===== config.mk =====
export PLATFORM = sky130hd
export DESIGN_NAME = stream_packet_arbiter
export DESIGN_NICKNAME = d
export VERILOG_FILES = /design/src/rtl/stream_arb_pkg.sv /design/src/rtl/stream_packet_arbiter_rr_pick.sv /design/src/rtl/stream_packet_arbiter.sv
export SDC_FILE = /design/constraint.sdc
export NUM_CORES = 1
export LEC_CHECK = 0
export CAP_MARGIN = 20
export CORE_AREA = 10 10 47 49
export DETAILED_ROUTE_END_ITERATION = 7
export DIE_AREA = 0 0 57 59
export DONT_BUFFER_PORTS = 1
export PLACE_DENSITY = 0.47
export SLEW_MARGIN = 20
export SYNTH_ARGS = -nofsm -noshare
export SYNTH_HDL_FRONTEND = slang
export SYNTH_SLANG_ARGS = --single-unit

===== constraint.sdc =====
create_clock -name i_clk -period 2.6 [get_ports i_clk]
set_input_delay 0.39 -clock i_clk [delete_from_list [all_inputs] [get_ports i_clk]]
set_output_delay 0.39 -clock i_clk [all_outputs]
set_load 0.1 [all_outputs]

===== src/rtl/stream_arb_pkg.sv =====
// Shared types and constants for the packet-level stream arbiter.
// The FLUSH state is only reachable when STREAM_ARB_TIMEOUT_EN is defined.
package stream_arb_pkg;

    typedef enum logic [1:0] {
        IDLE  = 2'd0,
        BUSY  = 2'd1,
        FLUSH = 2'd2
    } arb_state_e;

    localparam logic [7:0] FILLER          = 8'h0A;
    localparam int         DEFAULT_TIMEOUT = 255;

endpackage


===== src/rtl/stream_packet_arbiter_rr_pick.sv =====
// Combinational round-robin picker: rotate requests by ptr, take the lowest set bit,
// then un-rotate so the result is an absolute source index.
module rr_pick #(
    parameter int N  = 2,
    parameter int IW = 1
) (
    input  logic [N-1:0]  req,
    input  logic [IW-1:0] ptr,
    output logic          found,
    output logic [IW-1:0] idx
);

    logic [N-1:0] rot;

    always_comb begin
        rot   = '0;
        found = |req;
        idx   = '0;
        for (int i = 0; i < N; i++) begin
            rot[i] = req[(i + int'(ptr)) % N];
        end
        // Walk downwards so the lowest rotated position is the last (winning) write.
        for (int i = N - 1; i >= 0; i--) begin
            if (rot[i]) begin
                idx = IW'((i + int'(ptr)) % N);
            end
        end
    end

endmodule


===== src/rtl/stream_packet_arbiter.sv =====
// Packet-level round-robin arbiter: N AXI-stream sources share one byte sink, grant held until tlast.
// Optional stalled-owner timeout with filler flush is enabled by defining STREAM_ARB_TIMEOUT_EN.
module stream_packet_arbiter
    import stream_arb_pkg::*;
#(
    parameter int N       = 2,
    parameter int W       = 8,
    parameter int TIMEOUT = DEFAULT_TIMEOUT,
    localparam int IW     = (N > 1) ? $clog2(N) : 1
) (
    input  logic           i_clk,
    input  logic           i_rst,
    input  logic [N*W-1:0] i_tdata,
    input  logic [N-1:0]   i_tlast,
    input  logic [N-1:0]   i_tvalid,
    output logic [N-1:0]   o_tready,
    output logic [W-1:0]   o_tdata,
    output logic           o_tlast,
    output logic           o_tvalid,
    input  logic           i_tready,
    output logic [IW-1:0]  o_grant
);

    arb_state_e    state_q, state_d;
    logic [IW-1:0] grant_q, grant_d;
    logic [IW-1:0] ptr_q, ptr_d;
    logic [IW-1:0] pick_idx;
    logic [IW-1:0] grant_next;
    logic          pick_found;
    logic [W-1:0]  src_data;
    logic          src_last;
    logic          src_valid;

`ifdef STREAM_ARB_TIMEOUT_EN
    localparam logic [7:0] TIMEOUT_CNT = 8'(TIMEOUT);
    logic [7:0] cnt_q, cnt_d;
`endif

    rr_pick #(
        .N  (N),
        .IW (IW)
    ) u_pick (
        .req   (i_tvalid),
        .ptr   (ptr_q),
        .found (pick_found),
        .idx   (pick_idx)
    );

    always_comb begin
        src_data   = i_tdata[int'(grant_q)*W +: W];
        src_last   = i_tlast[grant_q];
        src_valid  = i_tvalid[grant_q];
        grant_next = (int'(grant_q) == N - 1) ? '0 : grant_q + IW'(1);
    end

    always_comb begin
        state_d  = state_q;
        grant_d  = grant_q;
        ptr_d    = ptr_q;
        o_tdata  = '0;
        o_tlast  = 1'b0;
        o_tvalid = 1'b0;
        o_tready = '0;
`ifdef STREAM_ARB_TIMEOUT_EN
        cnt_d    = cnt_q;
`endif
        case (state_q)
            IDLE: begin
`ifdef STREAM_ARB_TIMEOUT_EN
                cnt_d = '0;
`endif
                if (pick_found) begin
                    grant_d = pick_idx;
                    state_d = BUSY;
                end
            end
            BUSY: begin
                o_tdata           = src_data;
                o_tlast           = src_last;
                o_tvalid          = src_valid;
                o_tready[grant_q] = i_tready;
                if (src_valid && i_tready && src_last) begin
                    state_d = IDLE;
                    ptr_d   = grant_next;
                end
`ifdef STREAM_ARB_TIMEOUT_EN
                if (src_valid) begin
                    cnt_d = '0;
                end else begin
                    cnt_d = cnt_q + 8'd1;
                    if (cnt_d == TIMEOUT_CNT) begin
                        state_d = FLUSH;
                    end
                end
`endif
            end
`ifdef STREAM_ARB_TIMEOUT_EN
            // Close the abandoned packet with a filler byte; the source is not drained here.
            FLUSH: begin
                o_tdata  = W'(FILLER);
                o_tlast  = 1'b1;
                o_tvalid = 1'b1;
                if (i_tready) begin
                    state_d = IDLE;
                    ptr_d   = grant_next;
                    cnt_d   = '0;
                end
            end
`endif
            default: state_d = IDLE;
        endcase
    end

    assign o_grant = grant_q;

    always_ff @(posedge i_clk) begin
        if (i_rst) begin
            state_q <= IDLE;
            grant_q <= '0;
            ptr_q   <= '0;
`ifdef STREAM_ARB_TIMEOUT_EN
            cnt_q   <= '0;
`endif
        end else begin
            state_q <= state_d;
            grant_q <= grant_d;
            ptr_q   <= ptr_d;
`ifdef STREAM_ARB_TIMEOUT_EN
            cnt_q   <= cnt_d;
`endif
        end
    end

endmodule


==> summary by stage <==
Setup path
The slowest stage of the critical path is the sky130_fd_sc_hd__dfxtp_2 cell. Traced cell by cell, the critical path runs through mux2i_1 -> nor2_2 -> buf_4. The number of buffer and inverter stages on the critical path is 1. The worst setup path is captured at an output pin. The worst endpoint data arrival time is 1530 ps.

The worst setup path is of the reg2out kind. The maximum fanout along the worst path is 15. In this design, the largest share of critical-path delay is due to flip-flops. In this design, the stage delay of the slowest critical-path cell is 560 ps. The data required time at the worst endpoint is 2210 ps. The category of the worst setup path launch point is a flop.

Final layout
The antenna diode instance count is 0. The area growth from synthesis to layout is 58.5%. In the final design database the tool counted 77 nets. Of the cells placed in the final design, the portion with a size suffix greater than 1 is 54.7%.

CTS
The total setup buffers inserted after CTS is 0. The H-tree depth is 1. The clock slew seen by the registers of the worst setup and hold paths is 40 ps. Hold repair after CTS inserted 0 buffers. TritonCTS built the clock tree.

In this run the deepest clock path goes through 2 buffers. The number of clock buffers added by TritonCTS is 3. In this run the clock root is driven by a sky130_fd_sc_hd__clkbuf_4. Clock latency on the worst-skew pair, taken at its later pin, is 240 ps. The number of cells upsized or downsized after cts is 0.

The total number of clock tree sinks is 3.

STA
The total setup violations reported at the end of the flow is 0. The worst slew slack as a fraction of its limit is 47.4%. The worst hold slack is 210 ps.

The count of final max-slew check failures is 0. The clock tree skew after final layout is 2.52 ps. Static timing analysis puts the maximum clock frequency at 522 MHz.

The clock period minus final worst setup slack is 1920 ps. At the pin with the least slew margin, the transition time is 788 ps. For the final routed database, the setup TNS stands at 0 ps. The final hold violation count is 0. Of the available clock period, the critical path in the final layout requires 73.7%. Setup repair after global routing left no endpoint under its margin.

Floorplan
The die covers 3360 um2. The number of ports placed on the die boundary is 36. The site row count is 14.

The vertical extent of the die is 59 um. The width of the chip is 57 um. The starting density of the core is 22.0%.

In this run the standard cell core region covers 1400 um2.

Run
The reported max-cap violation count is 0.

Logic synthesis
After synthesis the cells add up to 308 um2. The number of synthesis warnings is 0. The count of mapped cells out of synthesis is 40.

The share of synthesized area in the top cell type comes to 32.5%. The number of nets produced by synthesis is 63. The async set-reset flop share out of synthesis is 0%.

The sequential element share of the synthesized area is 19.5%. Among all flip-flop cells after synthesis, the most frequent one is sky130_fd_sc_hd__dfxtp_1. In the post-synthesis netlist, the biggest area contributors are sky130_fd_sc_hd__mux2i_1 (33%), sky130_fd_sc_hd__dfxtp_1 (20%), sky130_fd_sc_hd__nor2_1 (15%). The number of enable-type register cells in the synthesized netlist is 0. After synthesis, the most frequently instantiated cells are sky130_fd_sc_hd__nor2_1 (12), sky130_fd_sc_hd__mux2i_1 (10), sky130_fd_sc_hd__dfxtp_1 (3). Counting distinct cell types in the post-synthesis netlist gives 16. The number of synthesized register bits is 3. The most common cell in the netlist is sky130_fd_sc_hd__nor2_1.

Dividing the synthesized area by the synthesized cell count gives 7.69 um2. Of all cell types, the one taking the most synthesized area is sky130_fd_sc_hd__mux2i_1.

Global routing
The first global-routing pass estimated 1.70 mm of wire. The initial antenna violation count was 0. The residual overflow from global routing is 0.

For this run, the total global-route usage over all layers was measured as 6.53%. The via count of the first global-routing pass came to 345. Entering global routing, the biggest net connects 16 pins.

Placed design
The number of buffer cells added on primary ports is 0. Detailed placement finished with a half-perimeter wire length of 944 um. The congestion estimate from routability-driven global placement came to 0.667.

Power
Power spread over the standard cell area amounts to 626 nW/um2. The net switching fraction of the power is 53.2%. The reported net switching power is 0.000163 W. The clock share of power is 27.8%. The part of the total power dissipated in sequential elements is 18.5%. The leakage power total is 0.194 nW.

Of the total power, combinational logic draws 53.8%. The worst-case IR drop observed on VDD is 271 uV. The internal cell power is 0.000143 W.

Route
The final routed DRC violation total is 0. The number of vias per cell is 4.72. The first routing iteration left 5 violations. The routed design has 1.12 mm of wire. In the final routed layout, each cell accounts on average for 16.2 um. The number of nets with antenna violations after routing is 0.

The detailed router placed 326 vias in this run. The number of search-and-repair iterations in the first detailed-routing pass is 4.

Hold path
In this run the worst hold path is classified as in2reg.

Outcome
The run finished with clean final reports.
final cells by class:
type                       count  area, um2
multi-input combinational     32        283
inverter                       2       7.51
tap                           16       20.0
timing repair buffer          12       90.1
clock buffer                   4       26.3
sequential                     3       61.3
fill                         153        913
sequential cells by signal (all words and copies together) (netlist names):
signal	flops
o_grant	1
ptr_q	1
state_q	1
stage by stage:
| step | power (W) | area, um2 | utilization (%) | std cells | setup WS, ps |
|---|---|---|---|---|---|
| after floorplan | 0.000198 | 367 | - | 40 | -140 |
| after global placement | 0.000221 | 462 | 32.9 | 65 | 929 |
| after detailed placement | 0.000223 | 462 | 32.9 | 65 | 924 |
| after CTS | 0.000310 | 488 | 34.8 | 69 | 670 |
| after global routing | 0.000324 | 488 | 34.8 | 69 | 561 |
| final | 0.000305 | 488 | 34.8 | 69 | 684 |
worst register-to-register path, stage by stage, from the launching register on:
cell and delay, ps:
sky130_fd_sc_hd__dfxtp_1 380, sky130_fd_sc_hd__inv_1 360, sky130_fd_sc_hd__nor4b_4 420, sky130_fd_sc_hd__mux2_1 340
placed cells by master, fill, tap and decap left out:
cell type                  instances
sky130_fd_sc_hd__inv_1             2
sky130_fd_sc_hd__clkbuf_1          1
sky130_fd_sc_hd__nand2_1           1
sky130_fd_sc_hd__o211ai_1          1
sky130_fd_sc_hd__mux2i_1          10
sky130_fd_sc_hd__a21oi_1           1
sky130_fd_sc_hd__o21ai_0           1
sky130_fd_sc_hd__nor3_1            2
sky130_fd_sc_hd__dfxtp_1           2
sky130_fd_sc_hd__nor2_2            5
sky130_fd_sc_hd__nor2_4            6
sky130_fd_sc_hd__buf_4            12
sky130_fd_sc_hd__mux2_1            1
sky130_fd_sc_hd__nor2_1            1
sky130_fd_sc_hd__and3_2            1
sky130_fd_sc_hd__nor2b_1           1
sky130_fd_sc_hd__nor4b_4           1
sky130_fd_sc_hd__dfxtp_2           1
sky130_fd_sc_hd__clkbuf_4          3
power groups by stage:
stage / clock network [W] / registers (W) / logic, W
floorplan: 0 / 0.0000580 / 0.000140
global route: 0.0000969 / 0.0000573 / 0.000170
global placement: 0 / 0.0000568 / 0.000165
detailed placement: 0 / 0.0000571 / 0.000166
finish: 0.0000847 / 0.0000564 / 0.000164
CTS: 0.0000874 / 0.0000564 / 0.000166
cells by family (layout without fill, tap and decap cells):
| kind of cell | count (synthesis) | in the layout | synth area share, % |
|---|---|---|---|
| and+or+nand+nor | 18 | 18 | 30.9 |
| buffers and inverters | 5 | 18 | 7.72 |
| muxes | 11 | 11 | 36.2 |
| DFF | 3 | 3 | 19.5 |
| AOI/OAI and AO/OA | 3 | 3 | 5.69 |
routing by layer:
metal / routed length, um / GRT usage [%] / vias up
met4: 8 / 3.02 / 0
li1: - / - / 161
met5: 0 / 0 / -
met2: 603 / 9.77 / 15
met3: 154 / 6.01 / 2
met1: 348 / 6.07 / 148
path summary, 6_finish.rpt:
kind                                         startpoint              endpoint  slack [ps]  depth (start not counted)
worst max register to register  state_q[0]$_SDFFE_PP0P_    ptr_q$_SDFFE_PP0P_         980                          3
worst min register to register       ptr_q$_SDFFE_PP0P_  o_grant$_SDFFE_PP0P_         560                          2
worst min-delay path                              i_rst  o_grant$_SDFFE_PP0P_         210                          1
worst max-delay path               o_grant$_SDFFE_PP0P_               o_tlast         680                          3
No activity file was read; power rests on OpenSTA's default activity.
